[src/rtl/ps2_key_event_rx_pkg.sv]
// Shared types and byte constants for the PS/2 key event receiver.
package ps2_pkg;
    typedef enum logic [1:0] {
        ST_IDLE,
        ST_EXT,
        ST_BRK,
        ST_EXT_BRK
    } dec_state_t;

    localparam logic [7:0] PS2_EXT = 8'hE0;
    localparam logic [7:0] PS2_BRK = 8'hF0;

    typedef struct packed {
        logic       ext;
        logic       brk;
        logic [7:0] code;
    } key_evt_t;
endpackage

[src/rtl/ps2_key_event_rx_if.sv]
// Event stream between the key receiver (master) and its consumer (slave).
interface ps2_key_event_rx_if;
    import ps2_pkg::*;

    logic     evt_valid;
    logic     evt_ready;
    key_evt_t evt_data;

    modport master (output evt_valid, output evt_data, input evt_ready);
    modport slave  (input evt_valid, input evt_data, output evt_ready);
endinterface

[src/rtl/ps2_frame_rx.sv]
// PS/2 line conditioning and 11-bit frame capture with framing, parity and timeout checks.
module ps2_frame_rx #(
    parameter int FILTER_LEN     = 8,
    parameter int TIMEOUT_CYCLES = 200000
) (
    input  logic       CLK,
    input  logic       reset,
    input  logic       PS2CLK,
    input  logic       PS2DATA,
    output logic       byte_valid,
    output logic [7:0] byte_data,
    output logic       frame_err
);
    localparam int FW = $clog2(FILTER_LEN + 1);
    localparam int TW = $clog2(TIMEOUT_CYCLES + 1);

    logic [1:0]    clk_sync;
    logic [1:0]    dat_sync;
    logic          filt;
    logic [FW-1:0] filt_cnt;
    logic          busy;
    logic [3:0]    bit_cnt;
    logic [9:0]    shreg;
    logic [TW-1:0] timer;
    logic          fall;
    logic [10:0]   frame;
    logic          good;

    // The filtered clock drops in the same cycle this pulse is seen.
    assign fall  = filt && !clk_sync[1] && (filt_cnt == FW'(FILTER_LEN - 1));
    assign frame = {dat_sync[1], shreg};
    assign good  = !frame[0] && (^frame[9:1]) && frame[10];

    always_ff @(posedge CLK or posedge reset) begin
        if (reset) begin
            clk_sync <= 2'b11;
            dat_sync <= 2'b11;
            filt     <= 1'b1;
            filt_cnt <= '0;
        end else begin
            clk_sync <= {clk_sync[0], PS2CLK};
            dat_sync <= {dat_sync[0], PS2DATA};
            if (clk_sync[1] == filt) begin
                filt_cnt <= '0;
            end else if (filt_cnt == FW'(FILTER_LEN - 1)) begin
                filt     <= clk_sync[1];
                filt_cnt <= '0;
            end else begin
                filt_cnt <= filt_cnt + FW'(1);
            end
        end
    end

    always_ff @(posedge CLK or posedge reset) begin
        if (reset) begin
            busy       <= 1'b0;
            bit_cnt    <= '0;
            shreg      <= '0;
            timer      <= '0;
            byte_valid <= 1'b0;
            byte_data  <= '0;
            frame_err  <= 1'b0;
        end else begin
            byte_valid <= 1'b0;
            frame_err  <= 1'b0;
            if (fall) begin
                timer <= TW'(TIMEOUT_CYCLES - 1);
                if (!busy) begin
                    busy    <= 1'b1;
                    bit_cnt <= 4'd1;
                    shreg   <= {dat_sync[1], shreg[9:1]};
                end else if (bit_cnt == 4'd10) begin
                    busy    <= 1'b0;
                    bit_cnt <= '0;
                    if (good) begin
                        byte_valid <= 1'b1;
                        byte_data  <= frame[8:1];
                    end else begin
                        frame_err <= 1'b1;
                    end
                end else begin
                    bit_cnt <= bit_cnt + 4'd1;
                    shreg   <= {dat_sync[1], shreg[9:1]};
                end
            end else if (busy) begin
                if (timer == '0) begin
                    busy      <= 1'b0;
                    bit_cnt   <= '0;
                    frame_err <= 1'b1;
                end else begin
                    timer <= timer - TW'(1);
                end
            end
        end
    end
endmodule

[src/rtl/ps2_key_event_rx.sv]
// PS/2 keyboard receiver: folds E0/F0 prefixes into key events, buffers them and raises INTRPT.
module ps2_key_event_rx
    import ps2_pkg::*;
#(
    parameter int FILTER_LEN     = 8,
    parameter int FIFO_DEPTH     = 8,
    parameter int TIMEOUT_CYCLES = 200000,
    parameter int INTR_MODE      = 0,
    parameter int INTR_CYCLES    = 8
) (
    input  logic                      CLK,
    input  logic                      reset,
    input  logic                      PS2CLK,
    input  logic                      PS2DATA,
    ps2_key_event_rx_if.master        evt,
    output logic                      INTRPT,
    output logic                      overflow,
    input  logic                      ovf_clr,
    output logic [7:0]                err_count
);
    // state      | meaning
    // ST_IDLE    | no prefix pending
    // ST_EXT     | E0 seen
    // ST_BRK     | F0 seen
    // ST_EXT_BRK | E0 F0 seen
    localparam int AW = $clog2(FIFO_DEPTH);
    localparam int IW = $clog2(INTR_CYCLES + 1);

    logic       byte_valid;
    logic [7:0] byte_data;
    logic       frame_err;

    dec_state_t state;
    logic       push_q;
    key_evt_t   push_evt;

    key_evt_t      mem [FIFO_DEPTH];
    key_evt_t      last_q;
    logic [AW:0]   wr_ptr;
    logic [AW:0]   rd_ptr;
    logic          empty;
    logic          full;
    logic          pop;
    logic          accept;
    logic          drop;
    logic [IW-1:0] intr_cnt;

    ps2_frame_rx #(
        .FILTER_LEN     (FILTER_LEN),
        .TIMEOUT_CYCLES (TIMEOUT_CYCLES)
    ) u_frame_rx (
        .CLK        (CLK),
        .reset      (reset),
        .PS2CLK     (PS2CLK),
        .PS2DATA    (PS2DATA),
        .byte_valid (byte_valid),
        .byte_data  (byte_data),
        .frame_err  (frame_err)
    );

    always_ff @(posedge CLK or posedge reset) begin
        if (reset) begin
            state    <= ST_IDLE;
            push_q   <= 1'b0;
            push_evt <= '0;
        end else begin
            push_q <= 1'b0;
            if (byte_valid) begin
                // An E0 after any break prefix restarts the sequence as extended.
                if (byte_data == PS2_EXT && state != ST_EXT) begin
                    state <= ST_EXT;
                end else if (byte_data == PS2_BRK && state == ST_IDLE) begin
                    state <= ST_BRK;
                end else if (byte_data == PS2_BRK && state == ST_EXT) begin
                    state <= ST_EXT_BRK;
                end else begin
                    push_q        <= 1'b1;
                    push_evt.ext  <= (state == ST_EXT) || (state == ST_EXT_BRK);
                    push_evt.brk  <= (state == ST_BRK) || (state == ST_EXT_BRK);
                    push_evt.code <= byte_data;
                    state         <= ST_IDLE;
                end
            end
        end
    end

    assign empty  = (wr_ptr == rd_ptr);
    assign full   = (wr_ptr[AW] != rd_ptr[AW]) && (wr_ptr[AW-1:0] == rd_ptr[AW-1:0]);
    assign pop    = !empty && evt.evt_ready;
    assign accept = push_q && (!full || pop);
    assign drop   = push_q && full && !pop;

    assign evt.evt_valid = !empty;
    assign evt.evt_data  = empty ? last_q : mem[rd_ptr[AW-1:0]];

    always_ff @(posedge CLK) begin
        if (accept) mem[wr_ptr[AW-1:0]] <= push_evt;
    end

    always_ff @(posedge CLK or posedge reset) begin
        if (reset) begin
            wr_ptr    <= '0;
            rd_ptr    <= '0;
            last_q    <= '0;
            overflow  <= 1'b0;
            intr_cnt  <= '0;
            err_count <= '0;
        end else begin
            if (accept) wr_ptr <= wr_ptr + (AW+1)'(1);
            if (pop) begin
                rd_ptr <= rd_ptr + (AW+1)'(1);
                last_q <= mem[rd_ptr[AW-1:0]];
            end
            if (drop)         overflow <= 1'b1;
            else if (ovf_clr) overflow <= 1'b0;
            if (accept)               intr_cnt <= IW'(INTR_CYCLES);
            else if (intr_cnt != '0)  intr_cnt <= intr_cnt - IW'(1);
            if (frame_err && err_count != 8'hFF) err_count <= err_count + 8'd1;
        end
    end

    assign INTRPT = (INTR_MODE == 1) ? evt.evt_valid : (intr_cnt != '0);
endmodule
[src/flat_wrapper.sv]
// flat-port wrapper written by rule: the top's interface ports become plain ports
module ps2_key_event_rx_flat import ps2_pkg::*;
#(
    parameter int FILTER_LEN     = 8,
    parameter int FIFO_DEPTH     = 8,
    parameter int TIMEOUT_CYCLES = 200000,
    parameter int INTR_MODE      = 0,
    parameter int INTR_CYCLES    = 8
)
  (CLK, reset, PS2CLK, PS2DATA, INTRPT, overflow, ovf_clr, err_count, evt_evt_valid, evt_evt_data, evt_evt_ready);
  ps2_key_event_rx_if evt_i ();
  input  logic CLK;
  input  logic reset;
  input  logic PS2CLK;
  input  logic PS2DATA;
  output logic INTRPT;
  output logic overflow;
  input  logic ovf_clr;
  output logic [7:0] err_count;
  output wire logic [$bits(evt_i.evt_valid)-1:0] evt_evt_valid;
  output wire logic [$bits(evt_i.evt_data)-1:0] evt_evt_data;
  input wire logic [$bits(evt_i.evt_ready)-1:0] evt_evt_ready;
  assign evt_evt_valid = evt_i.evt_valid;
  assign evt_evt_data = evt_i.evt_data;
  assign evt_i.evt_ready = evt_evt_ready;
  ps2_key_event_rx #(.FILTER_LEN(FILTER_LEN), .FIFO_DEPTH(FIFO_DEPTH), .TIMEOUT_CYCLES(TIMEOUT_CYCLES), .INTR_MODE(INTR_MODE), .INTR_CYCLES(INTR_CYCLES)) u_core (.CLK(CLK), .reset(reset), .PS2CLK(PS2CLK), .PS2DATA(PS2DATA), .evt(evt_i), .INTRPT(INTRPT), .overflow(overflow), .ovf_clr(ovf_clr), .err_count(err_count));
endmodule
[config.mk]
export PLATFORM = sky130hd
export DESIGN_NAME = ps2_key_event_rx_flat
export DESIGN_NICKNAME = d
export VERILOG_FILES = /design/src/rtl/ps2_key_event_rx_pkg.sv /design/src/rtl/ps2_key_event_rx_if.sv /design/src/rtl/ps2_frame_rx.sv /design/src/rtl/ps2_key_event_rx.sv /design/src/flat_wrapper.sv
export SDC_FILE = /design/constraint.sdc
export NUM_CORES = 1
export LEC_CHECK = 0
export CAP_MARGIN = 20
export CORE_UTILIZATION = 49
export DETAILED_ROUTE_END_ITERATION = 12
export PLACE_DENSITY = 0.64
export RECOVER_POWER = 100
export SETUP_SLACK_MARGIN = 0.05
export SYNTH_ARGS = -nofsm -noshare
export SYNTH_HDL_FRONTEND = slang
export SYNTH_SLANG_ARGS = --single-unit
[constraint.sdc]
create_clock -name CLK -period 8.25 [get_ports CLK]
set_input_delay 1.65 -clock CLK [delete_from_list [all_inputs] [get_ports CLK]]
set_output_delay 1.65 -clock CLK [all_outputs]
set_load 0.01 [all_outputs]
Word-level counts from Yosys, hierarchy flattened
Memory sizes are Yosys's and may differ from the RTL's. Index checks and enable logic that the tools add are counted.

Add/subtract/negate cells: 7. Eq/ne operators: 15. Muxes and demuxes: 41. Bitwise logic cells: 4. Reduce and logical (&&, ||, !) cells: 35.

Operators by type and width (number): $mux W18 (3); $mux W4 (9); $mux W10 (3); $mux W1 (23); $logic_not A18 Y1 (1); $sub A18 B1 Y18 const B (1); $add A4 B1 Y4 const B (4); $eq A8 B8 Y1 const B (2); $logic_and A1 B1 Y1 (13); $reduce_xor A9 Y1 (1); $add A8 B1 Y8 const B (1); $ne A8 B8 Y1 const B (1); $reduce_and A2 Y1 (4); $reduce_and A4 Y1 (2); $reduce_bool A2 Y1 (4); $mux W2 (3); $logic_not A1 Y1 (5); $eq A2 B2 Y1 const B (2); $eq A4 B3 Y1 const B (1); $eq A4 B4 Y1 (1); $eq A4 B4 Y1 const B (1); $ne A2 B2 Y1 const B (2); $not A1 Y1 (4); $reduce_bool A4 Y1 (1); other kinds (8) (10).

Register bits: 96. Memory bits (writable): 80. Input bits: 6. Output and inout bits: 21. Memories: 1.

Memories: u_core.mem (words 8, bits a word 10, rd ports 1, clocked after memory_dff 0, wr ports 1, RTL line ps2_key_event_rx.sv:37) `key_evt_t mem [FIFO_DEPTH];`.

Depth between registers and ports, before layout
Depth in word-level cells: 7. Mapped depth: 8. Depth with buffers taken out: 7.

Cells and area by module
Synthesis repeated with hierarchy kept, for this count alone.

Cell total of the unflattened synthesis: 547. Area, all modules: 7583.5 µm².

By module, submodules not included: ps2_key_event_rx (times used 1, cells an instance 338, area each 5151.2 µm², seq. area each 3503.4 µm²); ps2_frame_rx (times used 1, cells an instance 209, area each 2432.3 µm², seq. area each 1307.5 µm²).

Worst setup path after synthesis
OpenSTA, ideal clock, no wires.

Path kind: input to register. Start: input port evt_evt_ready. End: memory u_core.mem[1][0] in the netlist's numbering, enable pin. Arrival time: 3.015 ns. Slack: 4.828 ns. Cell stages on the path: 3. Path through: nor3_1 > nand2b_1 > nor4b_1.

Cells in the longest elaborated chain, start to end: 5.

Ends and longest elaborated chain: from (decl) (RTL line flat_wrapper.sv:22) `input wire logic [$bits(evt_i.evt_ready)-1:0] evt_evt_ready;`; $logic_and A1 B1 Y1 (RTL line ps2_key_event_rx.sv:89) `assign pop = !empty && evt.evt_ready;`; $logic_or A1 B1 Y1 (RTL line ps2_key_event_rx.sv:90) `assign accept = push_q && (!full || pop);`; $logic_and A1 B1 Y1 (RTL line ps2_key_event_rx.sv:90); $mux W1 (RTL line ps2_key_event_rx.sv:97) `if (accept) mem[wr_ptr[AW-1:0]] <= push_evt;`; $mux W1 (implied by the code) (RTL line ps2_key_event_rx.sv:97); to (decl) (RTL line ps2_key_event_rx.sv:37).

Every way passes these cells.

Worst setup path after layout
Start: register u_core.rd_ptr[1]. End: output port evt_evt_data[4].

Cells in the longest elaborated chain, start to end: 2. Elaborated cells on any way between the ends: 3.

Ends and longest elaborated chain: from (decl) (RTL line ps2_key_event_rx.sv:40) `logic [AW:0] rd_ptr;`; from (signal assigned) (RTL line ps2_key_event_rx.sv:111) `rd_ptr <= rd_ptr + (AW+1)'(1);`; $mem_v2 Z8 W10 / $eq A4 B4 Y1 (equally long branches); $mux W10 (*) (RTL line ps2_key_event_rx.sv:94) `assign evt.evt_data = empty ? last_q : mem[rd_ptr[AW-1:0]];`; to (decl) (RTL line flat_wrapper.sv:21) `output wire logic [$bits(evt_i.evt_data)-1:0] evt_evt_data;`.

Every way passes the cells marked *; elsewhere a longest branch is shown, timed or not.

==> out/qor.txt <==
final setup vio count -> 0
top layer in use -> met4
crit path max fanout -> 24
Worst VDD drop -> 0.000137 V
DRC viols -> 3
fin crit share -> 60.7%
cell area after synthesis -> 7490 um2
gr usage total -> 17.7%
clock skew -> 6.24 ps
main flop type after synthesis -> dfrtp_1
post-layout min period -> 5010 ps
synthesized area per cell -> 14.0 um2
placed cells -> 728
Post-Syn Instances -> 534
CTS buffer count -> 17
Arr. time, crit path -> 3360 ps
Worst slew margin -> -2.17%
final hold vios -> 0
share of cells above drive strength 1 -> 17.0%
CTS tree -> yes
RSZ-0062 raised after global routing -> false
power per cell area -> 211 nW/um2
fmax -> 200 MHz
most frequent cell after synthesis -> dfrtp_1
Setup Buffers After CTS -> 0
Setup TNS -> 0 ps
total I/O pin count -> 27
Area Growth Syn to Fin -> 13.4%
critical path startpoint category -> register
worst skew pair latency -> 420 ps
Placer Congestion -> 0.809
met2 wire len -> 6.12 mm
cts repair resizes -> 0
FFs w/ async S/R, synth -> 54.5%
Post-CTS Hold Buffers -> 0
Worst setup EP type -> primary output
largest net degree at the start of global routing -> 64
WS Path Type -> reg -> out
Hold WC Path Type -> reg -> reg
Core Region -> 14,700 um2
Worst EP required -> 6600 ps
antenna viol nets, final -> 0
status -> finished, violations left
row count -> 44
met3 wire length -> 334 um
Initial Util -> 51.0%
die area -> 15,800 um2
Vias/cell -> 5.53
Synth area leaders -> edfxtp_1, dfrtp_1, mux4_2, mux2_2, xnor2_1
Seq/Total Area, Yosys -> 64.2%
drt total wl -> 12.6 mm
M1 WL -> 6.06 mm
final net count -> 578
failing checks -> DRC, capacitance limit, slew limit
Final HPWL DP -> 8.40 mm
clock root buffer -> clkbuf_16
worst setup margin -> 3240 ps
Yosys warning count -> 0
first-pass detailed-route iteration total -> 8
Setup WS pre-CTS -> 3730 ps
fill cell count -> 1,189
post-synth top area cell -> edfxtp_1
ANT cells -> 0
drt wl/cell -> 16.6 um
library cells used by synthesis -> 54
Max Root-Sink Buffers -> 2
vias in the first global route -> 4,269
remaining global-route overflow -> 0
1st-iter DRT viols -> 213
via count -> 4,205
Clock Pin Slew Worst Setup and Hold Paths -> 60 ps
Worst Tran Pin Value -> 1520 ps
FF+latch count, synth -> 176
Clock Sinks -> 176
Final Non-Filler Cells -> 760
Die Height -> 126 um
die width -> 126 um
# H-tree levels -> 4
Syn Nets -> 549
port bufs -> 26
Final Slew Violations -> 35
Yosys top cell area share -> 32.1%
global-route wire length before repair -> 21.8 mm
commonest cells in the netlist -> dfrtp_1, edfxtp_1, nand2_1
Leak -> 3.71 nW
Max-Cap Viols -> 1
Post-synth EDFFs -> 80
initial antenna violation count -> 0
[cell families after synthesis]
kind of cell	after synthesis	synth area share, %
flops	176	64.2
simple gates	145	10.2
compound gates	66	5.48
mux	61	12.0
buf+inv	40	2.07
xor+xnor	37	4.51
fa+ha+maj	9	1.50
[layout by cell type (no fill, tap or decap), drive strengths merged, types with 5 or more instances in the layout]
master,instances
dfrtp,91
edfxtp,80
nand2,46
mux2,30
xnor2,27
o21ai,26
nor2,26
dlygate4sd3,25
clkbuf,24
mux4,20
a21oi,19
nand3,17
inv,17
mux2i,11
nor3,10
xor2,9
ha,9
or4,7
clkinv,7
or2,5
dfstp,5
or3,5
[final cells by class]
type	instances	area [um2]	area share, %
Sequential cell	176	4810	56.7
Multi-Input combinational cell	318	2480	29.2
Clock buffer	17	425	5.01
Timing Repair Buffer	35	302	3.55
Tap cell	184	230	2.71
Clock inverter	15	190	2.24
Inverter	15	57.6	0.678
[per-layer routing]
metal	up-vias	track usage, %
met5	-	0
met4	0	5.95
met3	11	4.29
met2	54	28.9
met1	2113	23.5
li1	2027	-
[report_power, final]
part | total [mW] | internal, mW | switching, mW
Combinational | 0.0330 | 0.0124 | 0.0206
Clock | 0.831 | 0.506 | 0.325
Sequential | 0.926 | 0.920 | 0.00588
Total | 1.79 | 1.44 | 0.351
[registers in the layout (all words and copies together) (netlist names), 2 cells and up]
| name | cells |
|---|---|
| u_core.intr_cnt | 4 |
| u_core.push_evt | 10 |
| u_core.u_frame_rx.shreg | 10 |
| u_core.state | 2 |
| u_core.err_count | 8 |
| u_core.u_frame_rx.dat_sync | 2 |
| u_core.mem | 80 |
| u_core.rd_ptr | 4 |
| u_core.u_frame_rx.bit_cnt | 4 |
| u_core.last_q | 10 |
| u_core.u_frame_rx.timer | 18 |
| u_core.wr_ptr | 4 |
| u_core.u_frame_rx.byte_data | 8 |
| u_core.u_frame_rx.clk_sync | 2 |
| u_core.u_frame_rx.filt_cnt | 4 |
[final timing paths]
kind / startpoint / endpoint / slack (ps) / depth (start not counted)
setup / recovery: u_core.rd_ptr[1] / evt_evt_data[4] / 3240 / 5
hold / removal: u_core.u_frame_rx.dat_sync[0] / u_core.u_frame_rx.dat_sync[1] / 360 / 0
setup reg to reg: u_core.rd_ptr[1] / u_core.rd_ptr[1] / 4950 / 4
hold reg to reg: u_core.u_frame_rx.dat_sync[0] / u_core.u_frame_rx.dat_sync[1] / 360 / 0
max in group asynchronous: reset / u_core.push_evt[2] / 4790 / 3
min in group asynchronous: reset / u_core.intr_cnt[2] / 2050 / 2
[worst max-delay path, cell delays in order, from the launching register on]
cell           delay [ps]
dfrtp_1              1010
xnor2_1               220
nand4_1               700
nor2_1                300
a21oi_1                60
dlygate4sd3_1         640
[metrics by stage]
step | utilization, % | power, mW | hold slack [ps] | area (um2)
6_report | 57.8 | 1.79 | 355 | 8490
5_1_grt | 57.8 | 1.85 | 359 | 8490
4_1_cts | 58.4 | 1.81 | 356 | 8580
3_5_place_dp | 54.2 | 0.980 | 347 | 7960
3_3_place_gp | 54.2 | 0.978 | 347 | 7960
2_1_floorplan | - | 0.968 | 345 | 7490
Power figures use the tool's default switching activity.
